## src/rtl/uart_rx_oversample.sv

```systemverilog
// uart_rx_oversample: 8N1 UART receiver front end with 16x oversampling.
// The raw line is synchronised, a start edge aligns a baud divider, each
// bit is majority-voted from three mid-bit samples, and framed bytes are
// delivered with status, overrun and frame-error reporting.
module uart_rx_oversample #(
    parameter int DIV_NUM = 325,
    parameter int DIV_W   = 10
) (
    input  logic       clk,
    input  logic       reset,
    input  logic       UART_RX,
    output logic [7:0] RX_DATA,
    output logic       RX_VALID,
    output logic       RX_STATUS,
    input  logic       RX_ACK,
    output logic       FRAME_ERR,
    output logic       OVERRUN,
    output logic       BUSY
);

    typedef enum logic [1:0] {
        ST_IDLE  = 2'd0,
        ST_START = 2'd1,
        ST_DATA  = 2'd2,
        ST_STOP  = 2'd3
    } state_t;

    localparam logic [DIV_W-1:0] DIV_LAST = DIV_W'(DIV_NUM - 1);

    // Majority of three samples.
    function automatic logic maj3(input logic a, input logic b, input logic c);
        return (a & b) | (a & c) | (b & c);
    endfunction

    state_t           state_r;
    state_t           state_next_s;
    logic             rx_meta_r;
    logic             rx_sync_r;
    logic             rx_d_r;
    logic [DIV_W-1:0] div_r;
    logic [3:0]       s_cnt_r;
    logic [2:0]       bit_cnt_r;
    logic             samp7_r;
    logic             samp8_r;
    logic [7:0]       shreg_r;
    logic [7:0]       rx_data_r;
    logic             rx_valid_r;
    logic             rx_status_r;
    logic             frame_err_r;
    logic             overrun_r;
    logic             busy_r;

    logic             fall_s;
    logic             tick_s;
    logic             vote_s;
    logic             vote_tick_s;
    logic             end_tick_s;
    logic             shift_s;
    logic             bit_clr_s;
    logic             bit_inc_s;
    logic             good_s;
    logic             ferr_s;

    assign fall_s      = rx_d_r & ~rx_sync_r;
    assign tick_s      = (state_r != ST_IDLE) && (div_r == DIV_LAST);
    assign vote_s      = maj3(samp7_r, samp8_r, rx_sync_r);
    assign vote_tick_s = tick_s && (s_cnt_r == 4'd9);
    assign end_tick_s  = tick_s && (s_cnt_r == 4'd15);

    // Two-stage synchroniser plus one delayed copy for falling-edge detection.
    always_ff @(posedge clk or posedge reset) begin
        if (reset) begin
            rx_meta_r <= 1'b1;
            rx_sync_r <= 1'b1;
            rx_d_r    <= 1'b1;
        end else begin
            rx_meta_r <= UART_RX;
            rx_sync_r <= rx_meta_r;
            rx_d_r    <= rx_sync_r;
        end
    end

    // Baud divider: parked at zero while idle so the bit phase starts at the edge.
    always_ff @(posedge clk or posedge reset) begin
        if (reset) begin
            div_r <= '0;
        end else if (state_r == ST_IDLE) begin
            div_r <= '0;
        end else if (tick_s) begin
            div_r <= '0;
        end else begin
            div_r <= div_r + {{(DIV_W-1){1'b0}}, 1'b1};
        end
    end

    // Oversample counter: 16 ticks per bit, cleared while idle.
    always_ff @(posedge clk or posedge reset) begin
        if (reset) begin
            s_cnt_r <= 4'd0;
        end else if (state_r == ST_IDLE) begin
            s_cnt_r <= 4'd0;
        end else if (tick_s) begin
            s_cnt_r <= s_cnt_r + 4'd1;
        end else begin
            s_cnt_r <= s_cnt_r;
        end
    end

    // Capture the first two of the three mid-bit samples; the third is live.
    always_ff @(posedge clk or posedge reset) begin
        if (reset) begin
            samp7_r <= 1'b1;
            samp8_r <= 1'b1;
        end else begin
            if (tick_s && (s_cnt_r == 4'd7)) begin
                samp7_r <= rx_sync_r;
            end
            if (tick_s && (s_cnt_r == 4'd8)) begin
                samp8_r <= rx_sync_r;
            end
        end
    end

    // Frame state register.
    always_ff @(posedge clk or posedge reset) begin
        if (reset) begin
            state_r <= ST_IDLE;
        end else begin
            state_r <= state_next_s;
        end
    end

    // Next-state and per-cycle control strobes.
    always_comb begin
        state_next_s = state_r;
        shift_s      = 1'b0;
        bit_clr_s    = 1'b0;
        bit_inc_s    = 1'b0;
        good_s       = 1'b0;
        ferr_s       = 1'b0;
        case (state_r)
            ST_IDLE: begin
                if (fall_s) begin
                    state_next_s = ST_START;
                end else begin
                    state_next_s = ST_IDLE;
                end
            end
            ST_START: begin
                if (vote_tick_s && vote_s) begin
                    // Line was high again mid start bit: treat as a glitch.
                    state_next_s = ST_IDLE;
                end else if (end_tick_s) begin
                    state_next_s = ST_DATA;
                    bit_clr_s    = 1'b1;
                end else begin
                    state_next_s = ST_START;
                end
            end
            ST_DATA: begin
                shift_s   = vote_tick_s;
                bit_inc_s = end_tick_s;
                if (end_tick_s && (bit_cnt_r == 3'd7)) begin
                    state_next_s = ST_STOP;
                end else begin
                    state_next_s = ST_DATA;
                end
            end
            ST_STOP: begin
                if (vote_tick_s) begin
                    // Leave mid stop bit so a following start edge is not missed.
                    state_next_s = ST_IDLE;
                    good_s       = vote_s;
                    ferr_s       = ~vote_s;
                end else begin
                    state_next_s = ST_STOP;
                end
            end
            default: begin
                state_next_s = ST_IDLE;
            end
        endcase
    end

    // Data shift register (LSB first on the line) and bit counter.
    always_ff @(posedge clk or posedge reset) begin
        if (reset) begin
            shreg_r   <= 8'h00;
            bit_cnt_r <= 3'd0;
        end else begin
            if (shift_s) begin
                shreg_r <= {vote_s, shreg_r[7:1]};
            end
            if (bit_clr_s) begin
                bit_cnt_r <= 3'd0;
            end else if (bit_inc_s) begin
                bit_cnt_r <= bit_cnt_r + 3'd1;
            end else begin
                bit_cnt_r <= bit_cnt_r;
            end
        end
    end

    // Delivered byte, pulses and busy indication.
    always_ff @(posedge clk or posedge reset) begin
        if (reset) begin
            rx_data_r   <= 8'h00;
            rx_valid_r  <= 1'b0;
            frame_err_r <= 1'b0;
            busy_r      <= 1'b0;
        end else begin
            rx_valid_r  <= good_s;
            frame_err_r <= ferr_s;
            busy_r      <= (state_next_s != ST_IDLE);
            if (good_s) begin
                rx_data_r <= shreg_r;
            end
        end
    end

    // Status and overrun: a new byte wins over a same-cycle acknowledge.
    always_ff @(posedge clk or posedge reset) begin
        if (reset) begin
            rx_status_r <= 1'b0;
            overrun_r   <= 1'b0;
        end else if (good_s) begin
            rx_status_r <= 1'b1;
            overrun_r   <= overrun_r | rx_status_r;
        end else if (RX_ACK) begin
            rx_status_r <= 1'b0;
            overrun_r   <= 1'b0;
        end else begin
            rx_status_r <= rx_status_r;
            overrun_r   <= overrun_r;
        end
    end

    assign RX_DATA   = rx_data_r;
    assign RX_VALID  = rx_valid_r;
    assign RX_STATUS = rx_status_r;
    assign FRAME_ERR = frame_err_r;
    assign OVERRUN   = overrun_r;
    assign BUSY      = busy_r;

endmodule

```

## config.mk

```make
export PLATFORM = sky130hd
export DESIGN_NAME = uart_rx_oversample
export DESIGN_NICKNAME = d
export VERILOG_FILES = /design/src/rtl/uart_rx_oversample.sv
export SDC_FILE = /design/constraint.sdc
export NUM_CORES = 1
export LEC_CHECK = 0
export CORE_MARGIN = 2
export CORE_UTILIZATION = 55
export CTS_BUF_LIST = sky130_fd_sc_hd__clkbuf_16
export DETAILED_ROUTE_END_ITERATION = 10
export DONT_BUFFER_PORTS = 1
export PLACE_DENSITY = 0.82
export SYNTH_ARGS = -nofsm -noshare
export SYNTH_HDL_FRONTEND = slang
export SYNTH_SLANG_ARGS = --single-unit
```

## constraint.sdc

```tcl
create_clock -name clk -period 2.14 [get_ports clk]
set_input_delay 0.642 -clock clk [delete_from_list [all_inputs] [get_ports clk]]
set_output_delay 0.642 -clock clk [all_outputs]
set_load 0.1 [all_outputs]
```

Yosys cells after proc, flatten, opt, wreduce, memory -nomap -nowiden:

Cells that the tools add are included.

* register bits after elaboration: 45
* output and inout port bits: 13
* logic and storage cells: 74

* $add $sub $neg: 3
* eq/ne operators: 9
* mux-type cells: 24
* bitwise operators: 9
* reduce and logical (&&, ||, !) cells: 13

Operators with widths (count)
* 10-bit two-way mux: 2
* 1-bit two-way mux: 14
* 4-bit equality test (second input constant): 3
* 10-bit by 1-bit adder with 10-bit output (second input constant): 1
* 10-bit by 9-bit equality test with 1-bit output (second input constant): 1
* 2-bit nonzero test: 5
* 4-bit two-way mux: 2
* 2-bit one-hot mux with 4 select lines: 1
* 1-bit logical AND: 7
* 2-bit two-way mux: 3
* 3-bit two-way mux: 2
* 4-bit by 1-bit adder with 4-bit output (second input constant): 1
* 1-bit AND: 4
* 2-bit equality test (second input constant): 2
* 4-bit by 3-bit equality test with 1-bit output (second input constant): 1
* 3-bit by 1-bit adder with 3-bit output (second input constant): 1
* 3-bit equality test (second input constant): 1
* 1-bit bitwise OR: 3
* 2-bit by 1-bit equality test with 1-bit output (second input constant): 1
* 2-bit zero test: 1
* 1-bit NOT: 2

Logic depth before layout (Yosys ltp):

Gate-level depths: netlist of the first run.

* depth after elaboration: 7
* mapped depth: 7
* depth with buffers taken out: 6

Least setup slack after synthesis of the first run:

No wires, ideal clock.

* kind: reg2reg
* from: register div_r[4]
* to: register samp7_r
* setup time: 82 ps
* arrival: 2134 ps
* required time: 2058 ps
* slack: -77 ps
* cell stages (with the launch flop): 7
* path buffers: 2
* period minus slack after synthesis: 2217 ps
* cell sequence: dfrtp_1 > or4b_1 > buf_2 > or3_1 > buf_2 > or3_1 > mux2_4

* longest elaborated chain between the ends: 3

Ends and longest elaborated chain
* from (decl): line 40 `logic [DIV_W-1:0] div_r;`
* from (signal assigned): line 92 `div_r <= div_r + {{(DIV_W-1){1'b0}}, 1'b1};`
* 10-bit by 9-bit equality test with 1-bit output: line 65 `assign tick_s = (state_r != ST_IDLE) && (div_r == DIV_LAST);`
* 1-bit logical AND: line 65
* 1-bit logical AND: line 115 `if (tick_s && (s_cnt_r == 4'd7)) begin`
* to (signal assigned): line 116 `samp7_r <= rx_sync_r;`
* to (decl): line 43 `logic samp7_r;`

Every way passes these cells.
A chain may end at the register's enable or synchronous reset.

Final worst setup path of the first run:

Ends and elaborated chain as after synthesis.

==> results of run 1 <==
layout make-up:
| type | instances | area, µm² | area share, % |
|---|---|---|---|
| Inverter | 8 | 30.03 | 1.273 |
| Multi-Input combinational cell | 115 | 864.6 | 36.66 |
| Tap cell | 48 | 60.06 | 2.546 |
| Timing Repair Buffer | 14 | 105.1 | 4.456 |
| Clock buffer | 5 | 125.1 | 5.305 |
| Clock inverter | 3 | 41.29 | 1.751 |
| Sequential cell | 45 | 1132 | 48.01 |
cell usage in the layout (no fill, tap or decap), types with 2 or more instances in the layout:
| cell | count |
|---|---|
| nor3b_1 | 2 |
| xnor2_1 | 9 |
| nand2b_1 | 2 |
| nor3_2 | 3 |
| a21oi_1 | 3 |
| or3_1 | 2 |
| nand2_1 | 13 |
| o21ai_0 | 2 |
| xor2_1 | 2 |
| clkinv_1 | 2 |
| dfrtp_1 | 40 |
| nor2_1 | 16 |
| o2bb2ai_1 | 2 |
| nor4_1 | 3 |
| clkbuf_16 | 5 |
| nor3_1 | 3 |
| ha_1 | 7 |
| buf_4 | 14 |
| a31oi_1 | 3 |
| inv_1 | 7 |
| nor2b_1 | 3 |
| mux2_2 | 17 |
| nand3_1 | 6 |
| dfstp_2 | 5 |
what timing repair did:
item                       4_1_cts  5_1_grt
resized for setup                0        3
setup endpoints to repair        0       18
buffers inserted                 0        0
layer usage:
metal  vias up  routed length, µm  GRT usage, %
met3        12                230         7.292
met2        46               2053         36.86
met1       695               1529         25.29
li1        630                  -             -
met5         -                  0             0
met4         0                 79         8.245
where the power goes:
part	internal [mW]	total, mW	switching (mW)	leakage [nW]
combinational	0.0844	0.220	0.136	0.433
sequential	0.906	0.979	0.0730	0.597
clock	0.546	0.861	0.315	0.0775
flip-flops by register name, indices dropped and copies added (netlist names), 2 cells and up:
signal,count
RX_DATA,8
bit_cnt_r,3
div_r,10
s_cnt_r,4
shreg_r,8
state_r,2
cell families after synthesis:
family | after synthesis | synth area share, %
compound gates | 15 | 5.118
mux | 19 | 10.67
flops | 45 | 55.80
fa+ha+maj | 8 | 4.809
xor+xnor | 11 | 4.748
simple gates | 62 | 16.34
buf+inv | 13 | 2.528
through the flow:
stage                     total power [mW]  area, µm²
after floorplan                      1.130       2029
after global placement               1.177       2173
after detailed placement             1.211       2173
after CTS                            2.062       2340
after global routing                 2.131       2359
final                                2.060       2359
final timing paths:
path,startpoint,end,slack (ns),cells after the start
max in group asynchronous,reset,rx_meta_r,1.39,2
min in group asynchronous,reset,div_r[6],0.36,2
hold reg to reg,rx_meta_r,rx_sync_r,0.36,0
hold / removal,UART_RX,rx_meta_r,0.35,0
setup / recovery,div_r[4],samp7_r,0.02,4
setup reg to reg,div_r[4],samp7_r,0.02,4
worst reg2reg max path, cell delays in order, from the launching register on:
cell and delay (ns):
dfrtp_1 0.38, or4b_1 0.59, or3_1 0.41, or3_1 0.37
mux2_4 0.31
==> impl_metrics.env, run 1 <==
export IMPL_outcome="completed"
export IMPL_crit_chain="or4b_1, or3_1, or3_1, mux2_4"
export IMPL_clock_sinks=45
export IMPL_ys_async_sr_fraction_pct=100.0
export IMPL_layout_cells_non_filler=238
export IMPL_slew_violations=0
export IMPL_numCtsBuffers=5
export IMPL_track_usage_pct=21.66
export IMPL_synth_area_top_cells="dfrtp_1, mux2_2, dfstp_2"
export IMPL_core_area_mm2=0.003606
export IMPL_totalWireLength_um=3893
export IMPL_slowest_stage="or4b_1"
export IMPL_worst_setup_path_type="reg -> reg"
export IMPL_hold_slack_ns=0.3481
export IMPL_cp_required_ns=2.36
export IMPL_grt_pass1_vias=1421
export IMPL_cp_arrival_ns=2.34
export IMPL_n_antenna_cell=0
export IMPL_vias=1383
export IMPL_dp_slack_ns=0.07742
export IMPL_ys_seq_elements=45
export IMPL_routed_via_density=5.811
export IMPL_crit_path_max_incr_delay_ns=0.59
export IMPL_hold_violations=0
export IMPL_grt_pass1_wl_um=6679
export IMPL_drt_initial_drc_count=41
export IMPL_place_hpwl_um=2740
export IMPL_yosysSeqAreaShare_pct=55.80
export IMPL_maxCapViolations=0
export IMPL_clock_path_buffers=2
export IMPL_cp_top_family="simple AND/OR/NAND/NOR gates"
export IMPL_setup_violations=0
export IMPL_postRouteAntennaNets=0
export IMPL_hold_path_class="in -> reg"
export IMPL_rsz0062_at_grt="true"
export IMPL_ctsHoldBuffers=0
export IMPL_syn_num_nets=184
export IMPL_die_y_um=64.75
export IMPL_syn_area_per_cell_um2=11.73
export IMPL_ios=17
export IMPL_critPathMaxFanout=3
export IMPL_yosysMostFrequentCell="dfrtp_1"
export IMPL_overflow=0
export IMPL_cellPowerDensity_mw_per_mm2=873.4
export IMPL_floorplan_die_area_mm2=0.004192
export IMPL_yosys_warnings=0
export IMPL_rows=22
export IMPL_grt_max_degree=46
export IMPL_syn_cell_area_mm2=0.002029
export IMPL_setup_worst_path_end_class="register"
export IMPL_layout_drive_gt1_share_pct=26.84
export IMPL_antenna_found_initial=0
export IMPL_period_needed_ns=2.123
export IMPL_initial_utilization_pct=56.28
export IMPL_netlist_top_cells_count="dfrtp_1, mux2_2, nor2_1, nand2_1, xnor2_1"
export IMPL_synth_top_area_share_pct=49.32
export IMPL_cts_tree="done"
export IMPL_synth_cell_type_count=41
export IMPL_gp_congestion=0.8480
export IMPL_fillers=266
export IMPL_wl_per_cell_um=16.36
export IMPL_dr_pass1_iters=4
export IMPL_fin_tns_setup_ns=0
export IMPL_synth_flop_cell="dfrtp_1"
export IMPL_irDropWorstVdd_mv=0.7136
export IMPL_worstMarginPinSlew_ns=0.9087
export IMPL_slew_headroom_pct=39.42
export IMPL_synth_edf_count=0
export IMPL_drc=0
export IMPL_placed_cells=230
export IMPL_cp_num_buf_inv=0
export IMPL_syn_to_final_growth_pct=16.21
export IMPL_yosysTopAreaCell="dfrtp_1"
export IMPL_fin_crit_sh_pct=99.19
export IMPL_crit_top_cell="or3_1"
export IMPL_nets=200
export IMPL_final_util_pct=65.41
export IMPL_die_w_um=64.75
export IMPL_worstSetupStartpointType="register"
export IMPL_cts_root_buf="clkbuf_16"
export IMPL_clock_skew_ns=0.007542
export IMPL_max_freq_mhz=471.1
export IMPL_p_leak_nw=1.107
export IMPL_clk_pin_slew_ns=0.06
export IMPL_htreeDepth=2
export IMPL_synthCells=173
export IMPL_clock_latency_ns=0.29
export IMPL_setup_slack_ns=0.01723
export IMPL_io_buffers=0
(Power assumes the default switching activity.)
==> inputs of run 2 (changes only) <==
SLEW_MARGIN = 20   (was default)
==> results of run 2 <==
Same layout as run 1: the final DEF is identical, and so are final timing and power.
==> inputs of run 3 (changes only) <==
PLACE_DENSITY = default   (was 0.82)
PLACE_DENSITY_LB_ADDON = 0.05   (was default)
==> run 3 against run 2 <==
Hold slack worse by 0.12 ns. Register-to-register slack better by 0.08 ns. Critical path depth stayed put. Utilization is 0.90 points higher. Via count is 7.7% lower.
==> impl_metrics.env, run 3 (same netlist as run 1, synthesis figures left out) <==
export IMPL_outcome="completed"
export IMPL_routed_via_density=5.343
export IMPL_io_buffers=0
export IMPL_max_freq_mhz=490.6
export IMPL_final_common_cell="dfrtp_1"
export IMPL_maxCapViolations=0
export IMPL_fin_area_mm2=0.002391
export IMPL_syn_to_final_growth_pct=17.82
export IMPL_worst_setup_path_type="reg -> reg"
export IMPL_overflow=0
export IMPL_final_util_pct=66.31
export IMPL_switchingPower_mw=0.5118
export IMPL_grt_pass1_wl_um=6099
export IMPL_final_cell_mix="dfrtp_1, mux2_2, nor2_1, buf_4, nand2_1"
export IMPL_layout_drive_gt1_share_pct=27.75
export IMPL_die_w_um=64.75
export IMPL_grt_pass1_vias=1325
export IMPL_p_int_mw=1.547
export IMPL_worstMarginPinSlew_ns=0.8967
export IMPL_fin_crit_sh_pct=95.25
export IMPL_wl_per_cell_um=14.43
export IMPL_cts_tree="done"
export IMPL_place_hpwl_um=2538
export IMPL_cts_root_buf="clkbuf_16"
export IMPL_p_comb_share_pct=11.0
export IMPL_critPathMaxFanout=4
export IMPL_cp_arrival_ns=2.25
export IMPL_clock_latency_ns=0.28
export IMPL_dp_slack_ns=0.03084
export IMPL_setup_worst_path_end_class="register"
export IMPL_numCtsBuffers=5
export IMPL_p_leak_nw=1.107
export IMPL_grt_max_degree=30
export IMPL_htreeDepth=2
export IMPL_die_y_um=64.75
export IMPL_antenna_found_initial=0
export IMPL_largest_reg_flops=10
export IMPL_totalWireLength_um=3448
export IMPL_postRouteAntennaNets=0
export IMPL_track_usage_pct=19.35
export IMPL_slew_headroom_pct=40.22
export IMPL_clock_path_buffers=2
export IMPL_ctsHoldBuffers=0
export IMPL_irDropWorstVdd_mv=0.6648
export IMPL_rsz0062_at_grt="false"
export IMPL_top_register="div_r"
export IMPL_gp_congestion=0.8054
export IMPL_ios=17
export IMPL_core_area_mm2=0.003606
export IMPL_setup_violations=0
export IMPL_dr_pass1_iters=4
export IMPL_rows=22
export IMPL_n_antenna_cell=0
export IMPL_cp_startpoint="div_r[4]"
export IMPL_cp_required_ns=2.35
export IMPL_power_mw=2.059
export IMPL_clock_skew_ns=0.002898
export IMPL_initial_utilization_pct=56.28
export IMPL_clock_sinks=45
export IMPL_clk_pin_slew_ns=0.06
export IMPL_r2r_start="div_r[4]"
export IMPL_p_sw_share_pct=24.86
export IMPL_place_area_mm2=0.002193
export IMPL_hold_slack_ns=0.2317
export IMPL_hold_violations=0
export IMPL_drt_initial_drc_count=56
export IMPL_slew_violations=0
export IMPL_period_needed_ns=2.038
export IMPL_cellPowerDensity_mw_per_mm2=860.9
export IMPL_pwr_share_clk_pct=42.2
export IMPL_drc=0
export IMPL_seqPwrFrac_pct=46.8
export IMPL_vias=1277
export IMPL_worstSetupStartpointType="register"
export IMPL_nets=201
export IMPL_floorplan_die_area_mm2=0.004192
export IMPL_hold_path_class="in -> async"
export IMPL_setup_slack_ns=0.1017
-- run 3: per-layer routing --
metal | up-vias | GRT usage, % | share of wire, %
met5 | - | 0 | 0
met3 | 8 | 5.382 | 3.4
met1 | 620 | 25.97 | 46
met2 | 16 | 29.77 | 49
met4 | 0 | 7.979 | 1.7
li1 | 633 | - | -
-- run 3: timing repair --
item / CTS / global route
buffers inserted: 0 / 0
endpoints found under the setup margin: 2 / 21
resized for setup: 1 / 3
pin swaps: 0 / 0
-- run 3: power by group through the flow --
stage | clock (mW) | sequential (mW) | combinational, mW
after detailed placement | 0 | 0.979 | 0.226
after global placement | 0 | 0.974 | 0.216
after floorplan | 0 | 0.986 | 0.144
final | 0.869 | 0.964 | 0.226
after CTS | 0.883 | 0.964 | 0.228
after global routing | 0.925 | 0.972 | 0.244
-- run 3: critical path: stages (launching register included) --
cell     delay (ns)
dfrtp_1        0.37
or4b_4         0.56
or3_1          0.37
or3_1          0.36
mux2_4         0.31
-- run 3: metrics by stage --
stage	setup TNS (ns)	cells
after floorplan	-0.07664	173
after global placement	0	231
after detailed placement	0	231
after CTS	0	239
after global routing	0	239
final	0	239
-- run 3: layout make-up --
class | instances | area (µm²)
inverter | 8 | 30.03
tap | 48 | 60.06
clock buffer | 5 | 125.1
clock inverter | 3 | 46.29
timing repair buffer | 15 | 125.1
fill | 275 | 1215
multi-input combinational | 115 | 872.1
sequential | 45 | 1132
-- run 3: final timing paths --
path | endpoint | slack [ns] | cells past startpoint
setup / recovery | samp7_r | 0.10 | 4
hold / removal | RX_DATA[1] | 0.23 | 1
setup reg to reg | samp7_r | 0.10 | 4
hold reg to reg | rx_sync_r | 0.36 | 0
max in group asynchronous | samp7_r | 1.34 | 2
min in group clk | rx_meta_r | 0.35 | 0
